### src/rtl/aes_core_scheduler_pkg.sv
// rtl/aes_core_scheduler_pkg.sv - shared types, states and defaults for the AES core scheduler
package aes_core_scheduler_pkg;

  localparam int DEFAULT_NUM_REQ = 2;
  localparam int KEY_W           = 256;
  localparam int BLK_W           = 128;

  typedef logic [KEY_W-1:0] key_t;
  typedef logic [BLK_W-1:0] blk_t;

  typedef enum logic [2:0] {
    IDLE,
    KEY_LOAD,
    KEY_WAIT,
    RUN,
    CORE_WAIT,
    RESP
  } state_e;

endpackage

### src/rtl/rr_arbiter.sv
// rtl/rr_arbiter.sv - round-robin one-hot grant, searching from the requester after last_grant
module rr_arbiter
  import aes_core_scheduler_pkg::*;
#(
  parameter int N   = DEFAULT_NUM_REQ,
  parameter int IDW = (N > 1) ? $clog2(N) : 1
) (
  input  logic [N-1:0]   req_i,
  input  logic [IDW-1:0] last_grant_i,
  output logic [N-1:0]   grant_o
);

  logic [IDW-1:0] idx;
  logic           found;

  always_comb begin
    grant_o = '0;
    found   = 1'b0;
    idx     = '0;
    for (int off = 1; off <= N; off++) begin
      idx = IDW'((int'(last_grant_i) + off) % N);
      if (!found && req_i[idx]) begin
        grant_o[idx] = 1'b1;
        found        = 1'b1;
      end
    end
  end

endmodule

### src/rtl/aes_core_scheduler.sv
// rtl/aes_core_scheduler.sv - shares one AES-256 core among requesters, caching the last expanded key
module aes_core_scheduler
  import aes_core_scheduler_pkg::*;
#(
  parameter int NUM_REQ = DEFAULT_NUM_REQ,
  parameter int CNT_W   = 16
) (
  input  logic                 clk,
  input  logic                 resetH,
  input  logic [NUM_REQ-1:0]   req_valid,
  output logic [NUM_REQ-1:0]   req_ready,
  input  logic [NUM_REQ-1:0]   req_decrypt,
  input  key_t [NUM_REQ-1:0]   req_key,
  input  blk_t [NUM_REQ-1:0]   req_data,
  output logic [NUM_REQ-1:0]   rsp_valid,
  input  logic [NUM_REQ-1:0]   rsp_ready,
  output blk_t                 rsp_data,
  output logic                 core_key_load,
  output key_t                 core_key,
  input  logic                 core_key_done,
  output logic                 core_start,
  output logic                 core_decrypt,
  output blk_t                 core_din,
  input  logic                 core_done,
  input  blk_t                 core_dout,
  output logic [CNT_W-1:0]     key_reloads
);

  localparam int IDW = (NUM_REQ > 1) ? $clog2(NUM_REQ) : 1;

  state_e           state_q, state_d;
  key_t             key_q, key_d;
  blk_t             din_q, din_d;
  logic             dec_q, dec_d;
  logic [IDW-1:0]   id_q, id_d;
  key_t             cached_key_q, cached_key_d;
  logic             key_valid_q, key_valid_d;
  logic [CNT_W-1:0] key_reloads_q, key_reloads_d;
  logic [IDW-1:0]   last_grant_q, last_grant_d;
  blk_t             rsp_data_q, rsp_data_d;

  logic [NUM_REQ-1:0] grant;
  logic [IDW-1:0]     win_id;
  logic               key_hit;

  rr_arbiter #(
    .N   (NUM_REQ),
    .IDW (IDW)
  ) u_rr_arbiter (
    .req_i        (req_valid),
    .last_grant_i (last_grant_q),
    .grant_o      (grant)
  );

  always_comb begin
    win_id = '0;
    for (int i = 0; i < NUM_REQ; i++) begin
      if (grant[i]) begin
        win_id = IDW'(i);
      end
    end
  end

  // A job may skip key expansion only when the full 256-bit key matches the cached one.
  assign key_hit = key_valid_q && (req_key[win_id] == cached_key_q);

  always_ff @(posedge clk or posedge resetH) begin
    if (resetH) begin
      state_q       <= IDLE;
      key_q         <= '0;
      din_q         <= '0;
      dec_q         <= 1'b0;
      id_q          <= '0;
      cached_key_q  <= '0;
      key_valid_q   <= 1'b0;
      key_reloads_q <= '0;
      last_grant_q  <= IDW'(NUM_REQ - 1);
      rsp_data_q    <= '0;
    end else begin
      state_q       <= state_d;
      key_q         <= key_d;
      din_q         <= din_d;
      dec_q         <= dec_d;
      id_q          <= id_d;
      cached_key_q  <= cached_key_d;
      key_valid_q   <= key_valid_d;
      key_reloads_q <= key_reloads_d;
      last_grant_q  <= last_grant_d;
      rsp_data_q    <= rsp_data_d;
    end
  end

  always_comb begin
    state_d       = state_q;
    key_d         = key_q;
    din_d         = din_q;
    dec_d         = dec_q;
    id_d          = id_q;
    cached_key_d  = cached_key_q;
    key_valid_d   = key_valid_q;
    key_reloads_d = key_reloads_q;
    last_grant_d  = last_grant_q;
    rsp_data_d    = rsp_data_q;
    req_ready     = '0;
    rsp_valid     = '0;
    core_key_load = 1'b0;
    core_start    = 1'b0;

    unique case (state_q)
      IDLE: begin
        // Ready is masked during reset so every output reads zero immediately.
        if (!resetH) begin
          req_ready = grant;
        end
        if (|grant) begin
          key_d   = req_key[win_id];
          din_d   = req_data[win_id];
          dec_d   = req_decrypt[win_id];
          id_d    = win_id;
          state_d = key_hit ? RUN : KEY_LOAD;
        end
      end

      KEY_LOAD: begin
        core_key_load = 1'b1;
        state_d       = KEY_WAIT;
      end

      KEY_WAIT: begin
        if (core_key_done) begin
          cached_key_d = key_q;
          key_valid_d  = 1'b1;
          if (key_reloads_q != '1) begin
            key_reloads_d = key_reloads_q + 1'b1;
          end
          state_d = RUN;
        end
      end

      RUN: begin
        core_start = 1'b1;
        state_d    = CORE_WAIT;
      end

      CORE_WAIT: begin
        if (core_done) begin
          rsp_data_d = core_dout;
          state_d    = RESP;
        end
      end

      RESP: begin
        rsp_valid[id_q] = 1'b1;
        if (rsp_ready[id_q]) begin
          last_grant_d = id_q;
          state_d      = IDLE;
        end
      end

      default: begin
        state_d = IDLE;
      end
    endcase
  end

  assign core_key     = key_q;
  assign core_din     = din_q;
  assign core_decrypt = dec_q;
  assign rsp_data     = rsp_data_q;
  assign key_reloads  = key_reloads_q;

endmodule
### config.mk
export PLATFORM = sky130hd
export DESIGN_NAME = aes_core_scheduler
export DESIGN_NICKNAME = d
export VERILOG_FILES = /design/src/rtl/aes_core_scheduler_pkg.sv /design/src/rtl/rr_arbiter.sv /design/src/rtl/aes_core_scheduler.sv
export SDC_FILE = /design/constraint.sdc
export NUM_CORES = 2
export LEC_CHECK = 0
export BUFFER_PORTS_ARGS = -buffer_cell sky130_fd_sc_hd__buf_2
export CAP_MARGIN = 5
export CORE_AREA = 2 2 565 567
export CTS_BUF_LIST = sky130_fd_sc_hd__clkbuf_8
export DETAILED_ROUTE_END_ITERATION = 16
export DIE_AREA = 0 0 567 569
export GPL_TIMING_DRIVEN = 0
export PLACE_DENSITY_LB_ADDON = 0.15
export SETUP_SLACK_MARGIN = 0.2
export SLEW_MARGIN = 5
export SYNTH_ARGS = -nofsm -noshare
export SYNTH_HDL_FRONTEND = slang
export SYNTH_SLANG_ARGS = --single-unit
export TNS_END_PERCENT = 20
### constraint.sdc
create_clock -name clk -period 56.2 [get_ports clk]
set_input_delay 5.62 -clock clk [delete_from_list [all_inputs] [get_ports clk]]
set_output_delay 5.62 -clock clk [all_outputs]
set_load 0.005 [all_outputs]
# Word level (Yosys, flattened, before mapping)
# Cells that the tools add are included.
[word_totals]
register_bits = 791
in_bits = 906
out_inout_bits = 535
wordCells = 79
[classes]
add_sub_neg = 3
order_cmp = 7
eq_ne = 11
n_mux = 33
n_bitwise = 1
reduce_logical = 14
[ops]
columns = ["cell", "n"]
rows = [
  ["2-to-1 mux 256 bit", 2],
  ["== test 256 bit", 1],
  ["2-to-1 mux 128 bit", 2],
  ["one-hot mux 3 bit (6 select lines)", 1],
  ["adder 16 x 1 -> 16 bit, second input constant", 1],
  ["!= test 16 bit, second input constant", 1],
  ["2-to-1 mux 1 bit", 15],
  ["2-to-1 mux 2 bit", 6],
  ["2-to-1 mux 3 bit", 4],
  ["less-than comparator 1 x 2 -> 1 bit, second input constant", 4],
  ["!= test 2 bit, second input constant", 4],
  ["AND reduction 2 bit", 4],
  ["== test 3 x 2 -> 1 bit, second input constant", 2],
  ["== test 3 bit, second input constant", 2],
  ["logical AND 1 bit", 5],
  ["AND reduction 4 bit", 1],
  ["demux 1 bit (select 1 bit)", 3],
  ["== test 3 x 1 -> 1 bit, second input constant", 1],
  ["greater-or-equal comparator 1 bit, second input constant", 3],
  ["logical NOT 3 bit", 1],
  ["AND reduction 3 bit", 1],
  ["adder 1 bit, second input constant", 2],
  ["bitwise OR 2 bit", 1],
  ["OR reduction 2 bit", 1],
  ["logical NOT 1 bit", 1],
]

# Longest topological paths before layout
[depth]
ltp_word = 16
mapped_depth = 11
ltp_nobuf = 8

# Cells and area by module
# Synthesis repeated with hierarchy kept, for this count alone.
[unflattened]
hier_cells = 2953
area_unflattened_um2 = 35482.8
[by_module_without_submodules]
columns = ["module", "instances", "cells_per_inst", "area_each_um2", "seq_area_each_um2"]
rows = [
  ["aes_core_scheduler", 1, 2950, 35464.0, 19795.2],
  ["rr_arbiter", 1, 3, 18.8, 0.0],
]

# Worst setup path after synthesis
# OpenSTA, ideal clock, no wires.
[synth_timing]
kind = "input to output"
startpoint = "input req_valid[1]"
endpoint = "output req_ready[1]"
arrival_time_ps = 7232
required_time_ps = 50580
path_slack_ps = 43348
cell_stages = 8
n_path_buf = 6
path_cell_list = "a21bo_2 buf_2 buf_2 buf_2 clkbuf_1 clkbuf_1 buf_1 nor3_1"
[synth_via]
elab_chain_len = 8
[synth_lines]
columns = ["element", "line_no", "rtl"]
rows = [
  ["start, declared", "aes_core_scheduler.sv:10", "input logic [NUM_REQ-1:0] req_valid,"],
  ["2-to-1 mux 1 bit (implied by the code) (2 in a row)", "rr_arbiter.sv:22", "if (!found && req_i[idx]) begin"],
  ["2-to-1 mux 1 bit", "rr_arbiter.sv:22", ""],
  ["logical NOT 1 bit", "rr_arbiter.sv:22", ""],
  ["logical AND 1 bit", "rr_arbiter.sv:22", ""],
  ["2-to-1 mux 2 bit *", "rr_arbiter.sv:22", ""],
  ["2-to-1 mux 2 bit *", "aes_core_scheduler.sv:112", "if (!resetH) begin"],
  ["2-to-1 mux 2 bit *", "aes_core_scheduler.sv:109", "unique case (state_q)"],
  ["end, declared", "aes_core_scheduler.sv:11", "output logic [NUM_REQ-1:0] req_ready,"],
]
# Every way passes the cells marked *; elsewhere a longest branch is shown, timed or not. The select of a mux whose other input is x is not followed.

# Worst setup path in the final report
# Ends and elaborated chain as after synthesis.

==> qor.txt <==
Yosys cell types = 60
Hold-fix buffers, CTS = 0
Die X = 567 µm
Final Max Slew Viols = 1
syn nets = 4,821
crit path time final = 15,670 ps
CTS H-Tree Depth = 4
r2r endpoint = state_q[1]
fin worst setup slack = 40,530 ps
initial core utilization = 11.5%
Worst VDD drop = 19.6 µV
# setup viols final = 0
Slowest Stage Delay on Critical Path = 900 ps
dpl cells = 9,555
Syn Inst Count = 3,914
RD Place Congestion = 0.938
TritonCTS buffer count = 177
predominant post-synthesis flop cell = dfrtp_1
FF+latch count, synth = 791
final instance area = 52,900 µm²
final period utilization = 27.9%
worst hold margin = 446 ps
YS warnings = 0
Worst EP required = 50,580 ps
Relative slew margins = -0.956%
most frequent cells in the layout = buf_2 (1,453), nand2_1 (1,069), dfrtp_1 (790)
Nets = 6,462
worst hold start = core_key[165]
Reg clk slew, reported paths = 60 ps
antenna-violating nets left = 0
leak pwr = 24.6 nW
power density cells = 61.2 nW/µm²
Peak Freq = 63.8 MHz
vias in the first global route = 39.4k
startpoint types = input port
drc violations = 0
most used cell, CP = buf_2
hold path cells = 2
layout cell share with drive strength beyond 1 = 33.7%
hpwl dp = 312,000 µm
fillers = 36.1k
All-Layer GR Usage = 22.4%
clk buf depth = 4
Die Area = 323,000 µm²
sequential share of the synthesized area = 54.2%
DR vias = 39.8k
total negative slack = 0 ps
reg2reg setup slack = 49,910 ps
Reg-to-Reg Start = last_grant_q
post-CTS setup buffers = 0
largest net degree at the start of global routing = 105
skew final = 102 ps
r2r worst-path depth = 11
fraction of registers with async set/reset = 100%
Setup CP Type = input port to primary output
clock tree sinks = 791
DR pass1 iterations = 6
area grow syn2layout = 45.0%
endpoint class of the critical path = primary output
Vias/cell = 4.01
max_cap viols = 1
Max stage delay cell, worst path = clkbuf_1
failing checks = max-capacitance violations, max-slew violations
CTS tree = yes
largest fanout on the critical path = 10
drt wl/cell = 37.7 µm
count of buffers from port buffering = 1,440
Hold Path Class = register to register
number of enable flip-flop cells after synthesis = 0
Boundary Pins = 1,441
Final Routed Wirelength = 374,000 µm
Site Rows = 207
dpl ws = 40,310 ps
Post-Syn Area per Cell = 9.33 µm²
Critical Path AT = 10,050 ps
Synth Cell Area = 36,500 µm²
area of the core = 317,000 µm²
final hold viol count = 0
root buf cell = clkbuf_8
initial antenna violation count = 237
CP cell instances = buf_2 > a21bo_2 > buf_2 > buf_2 > buf_2 > clkbuf_1 > clkbuf_2 > buf_2 > nor3_1 > buf_2
DP Area = 49,500 µm²
Hold EP = cached_key_q[165]
Slew @ Worst Pin = 1470 ps
first-pass GRT wire length = 462,000 µm
RSZ-0062 raised after global routing = no
Die Ht = 569 µm
Clock Latency Late Sink = 990 ps
Non-Filler Instances = 9,911
status = finished, violations left
Resize count post-CTS = 0
commonest non-fill, non-tap cell in the layout = buf_2
Initial DRC Count = 3,579
GRT overflow = 0
## kinds of logic (layout without fill, tap and decap cells)
group	count (synthesis)	count (layout)	share of synthesized area (%)
adder cells (fa/ha/maj)	1	1	0.0343
flip-flops	791	791	54.2
other	0	65	0
XOR/XNOR	136	136	3.26
AND/OR/NAND/NOR	1637	1637	17.7
AO/OA/AOI/OAI	701	701	11.9
buffers and inverters	327	2079	3.66
multiplexers	321	321	9.25
## worst max-delay path, delay by kind of cell
kind / cells / cell delay, ps
and+or+nand+nor: 1 / 100
buffers and inverters: 8 / 3920
AOI/OAI and AO/OA: 1 / 290
## where the power goes
group          switching, W  leakage (nW)  total (W)  internal, W
clock network      0.000322          1.93   0.000661     0.000340
logic               0.00104          13.5    0.00148     0.000442
registers          0.000249          9.23    0.00110     0.000852
## how the worst max path moves through the flow
stage                       from               to  slack (ps)
floorplan                 resetH  cached_key_q[0]       28370
global placement          resetH     core_key[79]       12670
detailed placement  req_valid[1]     req_ready[1]       40310
CTS                 req_valid[1]     req_ready[1]       40300
global route        req_valid[1]     req_ready[1]       40360
finish              req_valid[1]     req_ready[1]       40530
## state kept, by name (all words and copies together), names as in the netlist
| name | count |
|---|---|
| key_reloads | 16 |
| last_grant_q | 1 |
| state_q | 3 |
| rsp_data | 128 |
| core_key | 256 |
| cached_key_q | 256 |
| id_q | 1 |
| core_decrypt | 1 |
| key_valid_q | 1 |
| core_din | 128 |
## layer usage
metal | track usage [%] | wire length, µm | vias to the layer above
met5 | 0 | 655 | -
met1 | 26.9 | 151000 | 20200
met3 | 6.68 | 30300 | 581
met4 | 7.44 | 13300 | 102
met2 | 37.9 | 179000 | 2207
li1 | - | - | 16700
## metrics by stage
stage / power (W) / util [%]
final: 0.00324 / 16.7
after global routing: 0.00342 / 16.7
after CTS: 0.00331 / 16.7
after detailed placement: 0.00262 / 15.6
after global placement: 0.00260 / 15.4
after floorplan: 0.00158 / -
## synth_stat cells, types with 23 or more instances
| library cell | number | area share [%] |
|---|---|---|
| dfrtp_1 | 790 | 54 |
| clkbuf_1 | 192 | 2.0 |
| o22ai_1 | 55 | 0.94 |
| o21ai_0 | 66 | 0.91 |
| inv_1 | 95 | 0.98 |
| a31oi_1 | 189 | 3.2 |
| a21oi_1 | 247 | 3.4 |
| xnor2_1 | 71 | 1.7 |
| nor2_1 | 438 | 4.5 |
| nor3_1 | 23 | 0.32 |
| nand2_1 | 1069 | 11 |
| nand4_1 | 25 | 0.43 |
| nor4_1 | 26 | 0.45 |
| xor2_1 | 65 | 1.6 |
| mux2i_1 | 192 | 5.3 |
| mux2_2 | 129 | 4.0 |
## final cells by class
cell class,count,area [µm²],area share [%]
antenna,65,163,0.307
clock buffer,209,2880,5.43
tap,4180,5230,9.88
timing repair buffer,1462,7640,14.4
inverter,95,364,0.688
multi-input combinational,2796,15400,29.1
buffer,232,1030,1.94
sequential,791,19800,37.4
clock inverter,81,429,0.811
Power figures use the tool's default switching activity.
